==> src/rtl/btn_tally_counter_if.sv <==
// Button/count bundle between the board-facing tally counter and its user.
// The master drives the raw buttons and the slave (the counter) returns the count and pulses.
interface btn_tally_counter_if;
  logic        inUp;
  logic        inDown;
  logic        inClr;
  logic [13:0] outBin;
  logic        outPress;
  logic        outWrap;

  modport master (
    output inUp, inDown, inClr,
    input  outBin, outPress, outWrap
  );

  modport slave (
    input  inUp, inDown, inClr,
    output outBin, outPress, outWrap
  );
endinterface

==> src/rtl/btn_tally_counter.sv <==
// Push-button tally counter: synchronises and debounces up/down/clear buttons and keeps
// a registered 0..MAX_COUNT count for the 7-segment display driver.
module btn_tally_counter #(
  parameter int DEB_CYCLES = 1000000,
  parameter int DEB_W      = 20,
  parameter int MAX_COUNT  = 9999,
  parameter bit WRAP       = 1'b1
) (
  input logic                 inClk,
  input logic                 inRstN,
  btn_tally_counter_if.slave  bus
);

  localparam logic [DEB_W-1:0] DebLast = DEB_W'(DEB_CYCLES - 1);
  localparam logic [13:0]      MaxVal  = 14'(MAX_COUNT);

  // Button index: 0 = up, 1 = down, 2 = clear.
  logic [2:0]       rawBtn;
  logic [2:0]       sync1_q, sync2_q;
  logic [1:0]       syncValid_q;
  logic [2:0]       stable_q, stable_d;
  logic [2:0]       stableDly_q;
  logic [2:0]       armed_q, armed_d;
  logic [DEB_W-1:0] debCnt_q [3];
  logic [DEB_W-1:0] debCnt_d [3];
  logic [2:0]       pressEv;
  logic [13:0]      bin_q, bin_d;
  logic             press_q, press_d;
  logic             wrap_q, wrap_d;

  assign rawBtn = {bus.inClr, bus.inDown, bus.inUp};

  always_ff @(posedge inClk or negedge inRstN) begin
    if (!inRstN) begin
      sync1_q     <= '0;
      sync2_q     <= '0;
      syncValid_q <= '0;
      stable_q    <= '0;
      stableDly_q <= '0;
      armed_q     <= '0;
      for (int b = 0; b < 3; b++) begin
        debCnt_q[b] <= '0;
      end
    end else begin
      sync1_q     <= rawBtn;
      sync2_q     <= sync1_q;
      syncValid_q <= {syncValid_q[0], 1'b1};
      stable_q    <= stable_d;
      stableDly_q <= stable_q;
      armed_q     <= armed_d;
      for (int b = 0; b < 3; b++) begin
        debCnt_q[b] <= debCnt_d[b];
      end
    end
  end

  // A button is armed once a genuine released sample reaches the synchroniser output, so a
  // button held through reset only counts after it has been let go and pressed again.
  always_comb begin
    stable_d = stable_q;
    armed_d  = armed_q | ({3{syncValid_q[1]}} & ~sync2_q);
    for (int b = 0; b < 3; b++) begin
      debCnt_d[b] = '0;
      if (sync2_q[b] != stable_q[b]) begin
        if (debCnt_q[b] == DebLast) begin
          stable_d[b] = ~stable_q[b];
        end else begin
          debCnt_d[b] = debCnt_q[b] + DEB_W'(1);
        end
      end
    end
  end

  assign pressEv = stable_q & ~stableDly_q & armed_q;

  // Clear beats everything; up and down together cancel; limits are tested before the add/sub.
  always_comb begin
    bin_d   = bin_q;
    press_d = 1'b0;
    wrap_d  = 1'b0;
    if (pressEv[2]) begin
      bin_d   = '0;
      press_d = 1'b1;
    end else if (pressEv[0] ^ pressEv[1]) begin
      press_d = 1'b1;
      if (pressEv[0]) begin
        if (bin_q < MaxVal) begin
          bin_d = bin_q + 14'd1;
        end else if (WRAP) begin
          bin_d  = '0;
          wrap_d = 1'b1;
        end
      end else begin
        if (bin_q != 14'd0) begin
          bin_d = bin_q - 14'd1;
        end else if (WRAP) begin
          bin_d  = MaxVal;
          wrap_d = 1'b1;
        end
      end
    end
  end

  always_ff @(posedge inClk or negedge inRstN) begin
    if (!inRstN) begin
      bin_q   <= '0;
      press_q <= 1'b0;
      wrap_q  <= 1'b0;
    end else begin
      bin_q   <= bin_d;
      press_q <= press_d;
      wrap_q  <= wrap_d;
    end
  end

  assign bus.outBin   = bin_q;
  assign bus.outPress = press_q;
  assign bus.outWrap  = wrap_q;

endmodule

==> src/flat_wrapper.sv <==
// flat-port wrapper written by rule: the top's interface ports become plain ports
module btn_tally_counter_flat 
#(
  parameter int DEB_CYCLES = 1000000,
  parameter int DEB_W      = 20,
  parameter int MAX_COUNT  = 9999,
  parameter bit WRAP       = 1'b1
)
  (inClk, inRstN, bus_inUp, bus_inDown, bus_inClr, bus_outBin, bus_outPress, bus_outWrap);
  btn_tally_counter_if bus_i ();
  input logic inClk;
  input logic inRstN;
  input wire logic [$bits(bus_i.inUp)-1:0] bus_inUp;
  input wire logic [$bits(bus_i.inDown)-1:0] bus_inDown;
  input wire logic [$bits(bus_i.inClr)-1:0] bus_inClr;
  output wire logic [$bits(bus_i.outBin)-1:0] bus_outBin;
  output wire logic [$bits(bus_i.outPress)-1:0] bus_outPress;
  output wire logic [$bits(bus_i.outWrap)-1:0] bus_outWrap;
  assign bus_i.inUp = bus_inUp;
  assign bus_i.inDown = bus_inDown;
  assign bus_i.inClr = bus_inClr;
  assign bus_outBin = bus_i.outBin;
  assign bus_outPress = bus_i.outPress;
  assign bus_outWrap = bus_i.outWrap;
  btn_tally_counter #(.DEB_CYCLES(DEB_CYCLES), .DEB_W(DEB_W), .MAX_COUNT(MAX_COUNT), .WRAP(WRAP)) u_core (.inClk(inClk), .inRstN(inRstN), .bus(bus_i));
endmodule
==> config.mk <==
export PLATFORM = sky130hd
export DESIGN_NAME = btn_tally_counter_flat
export DESIGN_NICKNAME = d
export VERILOG_FILES = /design/src/rtl/btn_tally_counter_if.sv /design/src/rtl/btn_tally_counter.sv /design/src/flat_wrapper.sv
export SDC_FILE = /design/constraint.sdc
export NUM_CORES = 1
export LEC_CHECK = 0
export BUFFER_PORTS_ARGS = -buffer_cell sky130_fd_sc_hd__buf_2
export CORE_ASPECT_RATIO = 1.2
export CORE_MARGIN = 1.5
export CORE_UTILIZATION = 61
export CTS_CLUSTER_DIAMETER = 120
export DETAILED_ROUTE_END_ITERATION = 8
export PLACE_DENSITY = 0.79
export SLEW_MARGIN = 15
export SYNTH_ARGS = -nofsm -noshare
export SYNTH_HDL_FRONTEND = slang
export SYNTH_SLANG_ARGS = --single-unit
==> constraint.sdc <==
create_clock -name inClk -period 3.03 [get_ports inClk]
set_input_delay 0.303 -clock inClk [delete_from_list [all_inputs] [get_ports inClk]]
set_output_delay 0.303 -clock inClk [all_outputs]
set_load 0.05 [all_outputs]
==> results of run 1 <==
[final cells by class]
type	instances	area, µm²
fillers	574	2280
well taps	90	113
clock inverters	4	30.0
repair buffers	26	150
multi-input cells	351	2200
flip-flops and latches	93	2330
inverters	14	52.6
clock buffers	12	165
[power by group]
group / internal (mW) / leakage, nW / switching [mW]
Sequential: 1.25 / 1.26 / 0.0139
Clock: 0.369 / 0.0990 / 0.431
Combinational: 0.0161 / 0.927 / 0.0452
Total: 1.64 / 2.28 / 0.490
[synthesized netlist by cell type, types with 4 or more instances]
master / number / area (µm²)
nand3b_1: 6 / 45.0
nand4_1: 16 / 100
nor3_1: 13 / 65.1
o21ai_0: 9 / 45.0
a22o_1: 4 / 35.0
xor2_1: 30 / 263
ha_1: 5 / 62.6
nor2_1: 85 / 319
and3_1: 12 / 75.1
nand3_1: 29 / 145
a21oi_1: 8 / 40.0
clkbuf_1: 14 / 52.6
inv_1: 14 / 52.6
and4_1: 10 / 87.6
xnor2_1: 35 / 307
nand2_1: 24 / 90.1
dfrtp_1: 93 / 2330
nor4_1: 11 / 68.8
[cell families (layout without fill, tap and decap cells)]
logic type	Yosys count	after routing	share of synthesized area [%]
other	1	1	0.0805
AO/OA/AOI/OAI	45	45	6.85
XOR/XNOR	65	65	12.2
AND/OR/NAND/NOR	231	231	25.8
flip-flops	93	93	50.0
buffers and inverters	32	56	2.82
adder cells (fa/ha/maj)	5	5	1.34
multiplexers	4	4	0.940
[registers in the layout (all words and copies together), names as in the netlist]
name / count
u_core.debCnt_q: 60
u_core.bus.outBin: 14
u_core.armed_q: 3
u_core.stableDly_q: 3
u_core.stable_q: 3
u_core.sync1_q: 3
u_core.sync2_q: 3
u_core.syncValid_q: 2
u_core.bus.outPress: 1
u_core.bus.outWrap: 1
[layer usage]
metal	wire, µm	vias to the layer above	track usage, %
met1	3980	1671	31.0
met3	291	17	5.00
met2	4270	57	37.3
li1	-	1701	-
met4	181	0	10.5
met5	0	-	0
[per-stage QoR]
step           utilization, %  worst slack [ns]
2_1_floorplan               -             0.564
3_3_place_gp             66.0             0.580
3_5_place_dp             66.0             0.478
4_1_cts                  68.8             0.435
5_1_grt                  68.8             0.224
6_report                 68.8             0.393
[worst max-delay path by stage]
stage / startpoint / endpoint / slack (ns) / cells past startpoint
floorplan: u_core.bus.outBin[1] / u_core.bus.outBin[11] / 0.56 / 7
global placement: u_core.bus.outBin[0] / u_core.bus.outBin[11] / 0.58 / 7
detailed placement: u_core.bus.outBin[0] / u_core.bus.outBin[11] / 0.48 / 7
CTS: u_core.bus.outBin[0] / u_core.bus.outBin[4] / 0.43 / 7
global route: u_core.bus.outBin[0] / u_core.bus.outBin[4] / 0.22 / 7
finish: u_core.bus.outBin[0] / u_core.bus.outBin[6] / 0.39 / 7
==> results.cfg, run 1 <==
[run_status]
status = finished clean

[sta]
finalCritPeriodShare_pct = 87.0
tns_ns = 0
finClkSkew_ns = 0.0132
slew_viol_final = 0
rsz0062_at_grt = false
finalSetupViolations = 0
hold_viol_final = 0
holdWs_ns = 0.0557
period_minus_slack_ns = 2.64
relSlewSlack_pct = 50.4
timing.fmax_mhz = 379
tightest_slew_ns = 0.744

[clock_tree]
clkLatencyLatePin_ns = 0.36
cts_sinks = 93
clk_pin_slew_worst_paths_ns = 0.10
cts_buffer_depth = 2
htree_levels = 3
cts_root_buf = clkbuf_8
cts_resized = 0
cts_setup_buffers = 0
cts_made_buffers = 9
cts_tree = built
cts_hold_buf = 1

[cells_and_area]
nets = 505
diodes = 0
fin_area_um2 = 5040
drive_gt1_share_pct = 10.4
final_common_cell = dfrtp_1
final_cell_mix = dfrtp_1, nor2_1, xnor2_1
stdcell_count = 590
area_growth_syn_to_layout_pct = 8.14

[placed_design]
dp_hpwl_mm = 6.09
placed_area_um2 = 4830
port_buffers = 20
place_inst = 573
place_congestion = 0.873

[synthesis]
synth-edff-count = 0
synth_warnings = 0
syn_area_um2 = 4660
synth-async-reset-ratio_pct = 100
synth_ff_type = dfrtp_1
synth_cells = 476
yosysUniqueCellTypes = 56
ys_ff_latch = 93
avgSynthCellArea_um2 = 9.78
synth_nets = 486
synth-seq-area-share_pct = 50.0

[critical_path]
cp_slowest_cell = or4b_2
ff2ff_setup_slack_ns = 0.39
path_delay_family = simple AND/OR/NAND/NOR gates
crit_chain = inv_1 > ha_1 > or4b_2 > nor4_2 > nand2_1 > a21oi_1 > nor3_1
path_class = flip-flop to flip-flop
critPathMaxStageDelay_ns = 0.62
required_ns = 3.25
r2r_end = u_core.bus.outBin[6]
cp-end-kind = flip-flop
worst-path-buf-inv = 1
path_max_fanout = 10
reg2regPathDepth = 7
critPathLaunchType = flip-flop
r2r_start = u_core.bus.outBin[0]
crit_arrival_ns = 2.86

[grt]
antenna_found_initial = 0
grt_usage_pct = 23.6
grt_overflow = 0
grt_first_pass_wirelength_mm = 14.8
grt_max_degree = 55
first_global_vias = 3312

[detailed_routing]
drt_first_pass_iters = 4
drc_errors = 0
wire_per_inst_um = 14.8
avgViaCountPerCell = 5.84
via_count = 3446
ant_nets = 0
wl_mm = 8.72
drt_iter0_markers = 164

[power]
powerDensity_nw_per_um2 = 423
max-vdd-ir-drop_v = 0.000328
p_total_mw = 2.13
total_leakage_power_nw = 2.28

[floorplanning]
die_area_um2 = 8170
start_util_pct = 63.6
pin_count = 21
die_x_um = 82.8
core_um2 = 7320
die_h_um = 98.7
rows = 34

[min_path]
hold_end = u_core.sync1_q[2]
min_from = bus_inClr
whs_path_depth = 1
hold_class = input port to flip-flop

[flow_run]
drv_cap = 0
(Power assumes the default switching activity.)
==> run 2: changes to the inputs <==
- ABC_AREA: unset -> 1
- ABC_CLOCK_PERIOD_IN_PS: unset -> 3030
- CORE_ASPECT_RATIO: 1.2 -> 0.8
- CORE_UTILIZATION: 61 -> 62
- PLACE_DENSITY: 0.79 -> 0.8
==> run 2 against run 1 <==
- fmax increased by 44%
- non-clock buffer count decreased by 4
- die area increased by 12%
- sequential power about the same
- worst hold slack got worse by 0.023 ns
- critical path type unchanged
- largest power group unchanged
- core utilization increased by 1.5 points
- area after synthesis increased by 14%
- sequential share of layout area decreased by 5.5 points
- cell area increased by 14%
==> results.cfg, run 2 <==
[sta]
tns_ns = 0
rsz0062_at_grt = false
tightest_slew_ns = 0.647
timing.fmax_mhz = 548
finClkSkew_ns = 0.00979
hold_viol_final = 0
slew_viol_final = 0
finalCritPeriodShare_pct = 60.3
period_minus_slack_ns = 1.83
finalSetupViolations = 0
relSlewSlack_pct = 56.8

[critical_path]
cp-end-kind = flip-flop
worst-path-buf-inv = 1
path_class = flip-flop to flip-flop
path_depth = 9
path_max_fanout = 5
crit_chain = inv_1 > ha_1 > nand2_2 > nor2_4 > nand4_1 > nor2_2 > nor2_2 > nand2_1 > nand2_1
r2r_start = u_core.bus.outBin[0]
reg2regPathDepth = 9
ff2ff_setup_slack_ns = 1.20
critPathLaunchType = flip-flop
r2r_end = u_core.bus.outBin[6]
crit_arrival_ns = 2.08
path_delay_family = simple AND/OR/NAND/NOR gates
cp_slowest_cell = dfrtp_1
critPathMaxStageDelay_ns = 0.43
required_ns = 3.28

[clock_tree]
cts_sinks = 93
cts_root_buf = clkbuf_8
clk_pin_slew_worst_paths_ns = 0.10
cts_setup_buffers = 0
cts_hold_buf = 1
htree_levels = 3
cts_resized = 0
clkLatencyLatePin_ns = 0.37
cts_tree = built
cts_made_buffers = 9
cts_buffer_depth = 2

[cells_and_area]
final_common_cell = nand2_1
area_growth_syn_to_layout_pct = 7.78
largest_reg_flops = 60
stdcell_count = 852
nets = 749
regMostFlops = u_core.debCnt_q
diodes = 0
fill_cells = 672
drive_gt1_share_pct = 10.8
final_cell_mix = nand2_1, nor2_1, dfrtp_1

[synthesis]
synth_cells = 712
yosysUniqueCellTypes = 38
yosys.area.top_type_share_pct = 43.9
synth-async-reset-ratio_pct = 100
synth_nets = 722
syn_area_um2 = 5310
synth-edff-count = 0
synth-seq-area-share_pct = 43.9
ys_ff_latch = 93
yosys-top-cells-count = nand2_1, nor2_1, dfrtp_1
synth.most_common_cell = nand2_1
synth_ff_type = dfrtp_1
yosysTopAreaCell = dfrtp_1
synth_warnings = 0
synth_area_leaders = dfrtp_1, nand2_1, nor2_1
avgSynthCellArea_um2 = 7.45

[detailed_routing]
ant_nets = 0
avgViaCountPerCell = 5.47
wl_mm = 11.4
top_layer = met4
wire_per_inst_um = 13.3
wl_met2_mm = 5.20
via_count = 4659
drc_errors = 0
drt_iter0_markers = 263
route.met3.wl_um = 634
met1Wirelength_mm = 5.35
drt_first_pass_iters = 5

[floorplanning]
core_um2 = 8130
pin_count = 21
rows = 29
die_x_um = 106
die_area_um2 = 9120
start_util_pct = 65.3
die_h_um = 85.7

[placed_design]
place_congestion = 0.916
port_buffers = 20
dp_hpwl_mm = 8.42
place_inst = 835

[grt]
grt_first_pass_wirelength_mm = 19.7
first_global_vias = 4290
grt_max_degree = 51
grt_usage_pct = 27.0
antenna_found_initial = 0
grt_overflow = 0

[power]
powerDensity_nw_per_um2 = 370
max-vdd-ir-drop_v = 0.000311
total_leakage_power_nw = 2.73

[run_status]
status = finished clean

[min_path]
hold_class = input port to flip-flop
hold_end = u_core.sync1_q[2]
whs_path_depth = 1
min_from = bus_inClr

[flow_run]
drv_cap = 0
[run 2: metal layers]
| layer | up-vias | track usage (%) |
|---|---|---|
| met1 | 2179 | 37.2 |
| met5 | - | 0 |
| met4 | 0 | 8.85 |
| li1 | 2324 | - |
| met2 | 137 | 42.9 |
| met3 | 19 | 6.16 |
[run 2: how the worst max path moves through the flow]
stage                              start                   end
floorplan           u_core.bus.outBin[0]  u_core.bus.outBin[7]
detailed placement    u_core.stable_q[0]  u_core.bus.outBin[6]
global route          u_core.stable_q[0]  u_core.bus.outBin[6]
global placement    u_core.bus.outBin[0]  u_core.bus.outBin[4]
CTS                 u_core.bus.outBin[0]  u_core.bus.outBin[6]
finish              u_core.bus.outBin[0]  u_core.bus.outBin[6]
[run 2: final cells by class]
class / instances / area, µm² / share of cell area [%]
Timing Repair Buffer: 22 / 133 / 2.32
Multi-Input combinational cell: 526 / 2610 / 45.7
Clock inverter: 7 / 58.8 / 1.03
Tap cell: 108 / 135 / 2.36
Clock buffer: 9 / 124 / 2.17
Sequential cell: 93 / 2330 / 40.7
Inverter: 87 / 327 / 5.71
[run 2: worst reg2reg max path, delay by kind of cell, from the launching register on]
kind / cells / cell delay, ns
flops: 1 / 0.43
simple gates: 7 / 0.87
buf+inv: 1 / 0.14
fa+ha+maj: 1 / 0.28
[run 2: stage by stage]
step	total power, mW	setup WS, ns	hold WS [ns]	instance area (µm²)	util [%]
5_1_grt	2.19	1.05	0.0164	5720	70.4
2_1_floorplan	1.32	1.25	0.00741	5310	-
4_1_cts	2.14	1.23	0.0161	5720	70.4
3_5_place_dp	1.36	1.27	0.339	5530	68.0
3_3_place_gp	1.36	1.34	0.332	5530	68.0
6_report	2.12	1.20	0.0328	5720	70.4
[run 2: cells by family after synthesis]
group	synth area share, %
other	0.0707
adders and majority gates	1.18
buffers and inverters	6.86
AOI/OAI and AO/OA	4.86
and+or+nand+nor	37.7
xor gates and xnor gates	5.45
DFF	43.9
[run 2: where the power goes]
| part | switching (mW) | internal [mW] |
|---|---|---|
| Clock | 0.466 | 0.310 |
| Sequential | 0.0113 | 1.26 |
| Combinational | 0.0536 | 0.0194 |
==> run 3: changes to the inputs <==
- ABC_CLOCK_PERIOD_IN_PS: 3030 -> 1850
- clock period: 3.03 -> 1.85 ns (I/O delays scaled with it)
==> run 3 against run 2 <==
- total power grew 67%
- sequential power grew 63%
- worst setup slack got worse by 1.1 ns
- sequential share of layout area decreased by 0.57 points
- die area unchanged
- clock-buffer cell count unchanged
- via count grew 1.9%
- fmax rose by 4.7%
- critical path depth is the same
- core utilization rose by 1.0 points
- highest routed layer unchanged
==> results.cfg, run 3 (same netlist as run 2, synthesis figures left out) <==
[run_status]
status = finished clean

[floorplanning]
pin_count = 21
core_um2 = 8130
die_x_um = 106
die_h_um = 85.7
die_area_um2 = 9120
rows = 29
start_util_pct = 65.3

[critical_path]
path_class = flip-flop to flip-flop
worst-path-buf-inv = 1
critPathMaxStageDelay_ns = 0.61
path_delay_family = simple AND/OR/NAND/NOR gates
crit_arrival_ns = 2.02
required_ns = 2.13
cp_slowest_cell = dfrtp_1
crit_chain = nand3_1 > nand3_1 > nand2_1 > nand2_1 > nand3_1 > nand2_2 > inv_2 > nand3_1 > nand2_1
critPathLaunchType = flip-flop
path_max_fanout = 10
cp-end-kind = flip-flop
cp_common_cell = nand3_1

[sta]
timing.fmax_mhz = 573
period_minus_slack_ns = 1.74
relSlewSlack_pct = 65.9
hold_viol_final = 0
finalSetupViolations = 0
finalCritPeriodShare_pct = 94.3
tightest_slew_ns = 0.508
finClkSkew_ns = 0.0108
tns_ns = 0
slew_viol_final = 0
holdWs_ns = 0.252

[clock_tree]
cts_tree = built
cts_made_buffers = 9
htree_levels = 3
clkLatencyLatePin_ns = 0.38
cts_sinks = 93
cts_root_buf = clkbuf_8
cts_buffer_depth = 2
cts_setup_buffers = 0
clk_pin_slew_worst_paths_ns = 0.10

[power]
total_leakage_power_nw = 2.77
max-vdd-ir-drop_v = 0.000693
powerDensity_nw_per_um2 = 609

[detailed_routing]
wire_per_inst_um = 13.5
via_count = 4749
drt_iter0_markers = 362
avgViaCountPerCell = 5.53
drt_first_pass_iters = 5
wl_mm = 11.6
drc_errors = 0
ant_nets = 0

[grt]
antenna_found_initial = 0
first_global_vias = 4492
grt_max_degree = 47
grt_first_pass_wirelength_mm = 20.5
grt_usage_pct = 28.0
grt_overflow = 0

[cells_and_area]
final_cell_mix = nand2_1, nor2_1, dfrtp_1
fill_cells = 677
area_growth_syn_to_layout_pct = 9.36
final_util_pct = 71.4
largest_reg_flops = 60
drive_gt1_share_pct = 11.6
diodes = 0
nets = 756
regMostFlops = u_core.debCnt_q
final_common_cell = nand2_1

[min_path]
hold_class = input port to async pin

[placed_design]
port_buffers = 20
place_congestion = 0.933
dp_hpwl_mm = 8.39

[flow_run]
drv_cap = 0
-- run 3: per-layer routing --
layer	track usage (%)	vias to the layer above	wire length, µm
met5	0	-	0
met4	7.88	0	163
met3	6.99	24	946
met2	42.5	196	5240
met1	40.3	2186	5270
li1	-	2343	-
-- run 3: area by class of cell --
cell class	instances	area, µm²	share of cell area [%]
Clock buffer	9	124	2.14
Inverter	87	327	5.63
Sequential cell	93	2330	40.1
Tap cell	108	135	2.33
Multi-Input combinational cell	526	2630	45.4
Timing Repair Buffer	29	193	3.32
Clock inverter	7	63.8	1.10
-- run 3: final timing paths --
kind,startpoint,to,slack (ns),cells after the start
setup / recovery,u_core.bus.outBin[3],u_core.bus.outBin[5],0.11,9
hold / removal,inRstN,u_core.debCnt_q[36],0.25,2
hold reg to reg,u_core.sync1_q[1],u_core.sync2_q[1],0.36,0
setup reg to reg,u_core.bus.outBin[3],u_core.bus.outBin[5],0.11,9
max in group asynchronous,inRstN,u_core.bus.outBin[4],0.98,3
min in group inClk,u_core.sync1_q[1],u_core.sync2_q[1],0.36,0
-- run 3: repair_timing --
item | 4_1_cts | 5_1_grt
resized for setup | 0 | 6
endpoints found under the setup margin | 0 | 10
hold buffers | 4 | 0
endpoints found under the hold margin | 30 | 0
-- run 3: worst register-to-register path, cell delays in order (launching register included) --
cell	delay (ns)
dfrtp_1	0.61
nand3_1	0.19
nand3_1	0.12
nand2_1	0.10
nand2_1	0.09
nand3_1	0.13
nand2_2	0.17
inv_2	0.10
nand3_1	0.08
nand2_1	0.05
-- run 3: report_power, final --
part	internal, mW	switching (mW)
sequential	2.06	0.0174
clock	0.521	0.812
combinational	0.0375	0.0865
-- run 3: per-stage QoR --
step / cell area [µm²] / setup slack, ns / std cells / power, mW
2_1_floorplan: 5310 / 0.0679 / 712 / 2.16
3_3_place_gp: 5560 / 0.196 / 839 / 2.23
3_5_place_dp: 5560 / 0.129 / 839 / 2.23
4_1_cts: 5780 / 0.106 / 859 / 3.56
5_1_grt: 5800 / -0.0116 / 859 / 3.67
6_report: 5800 / 0.106 / 859 / 3.53
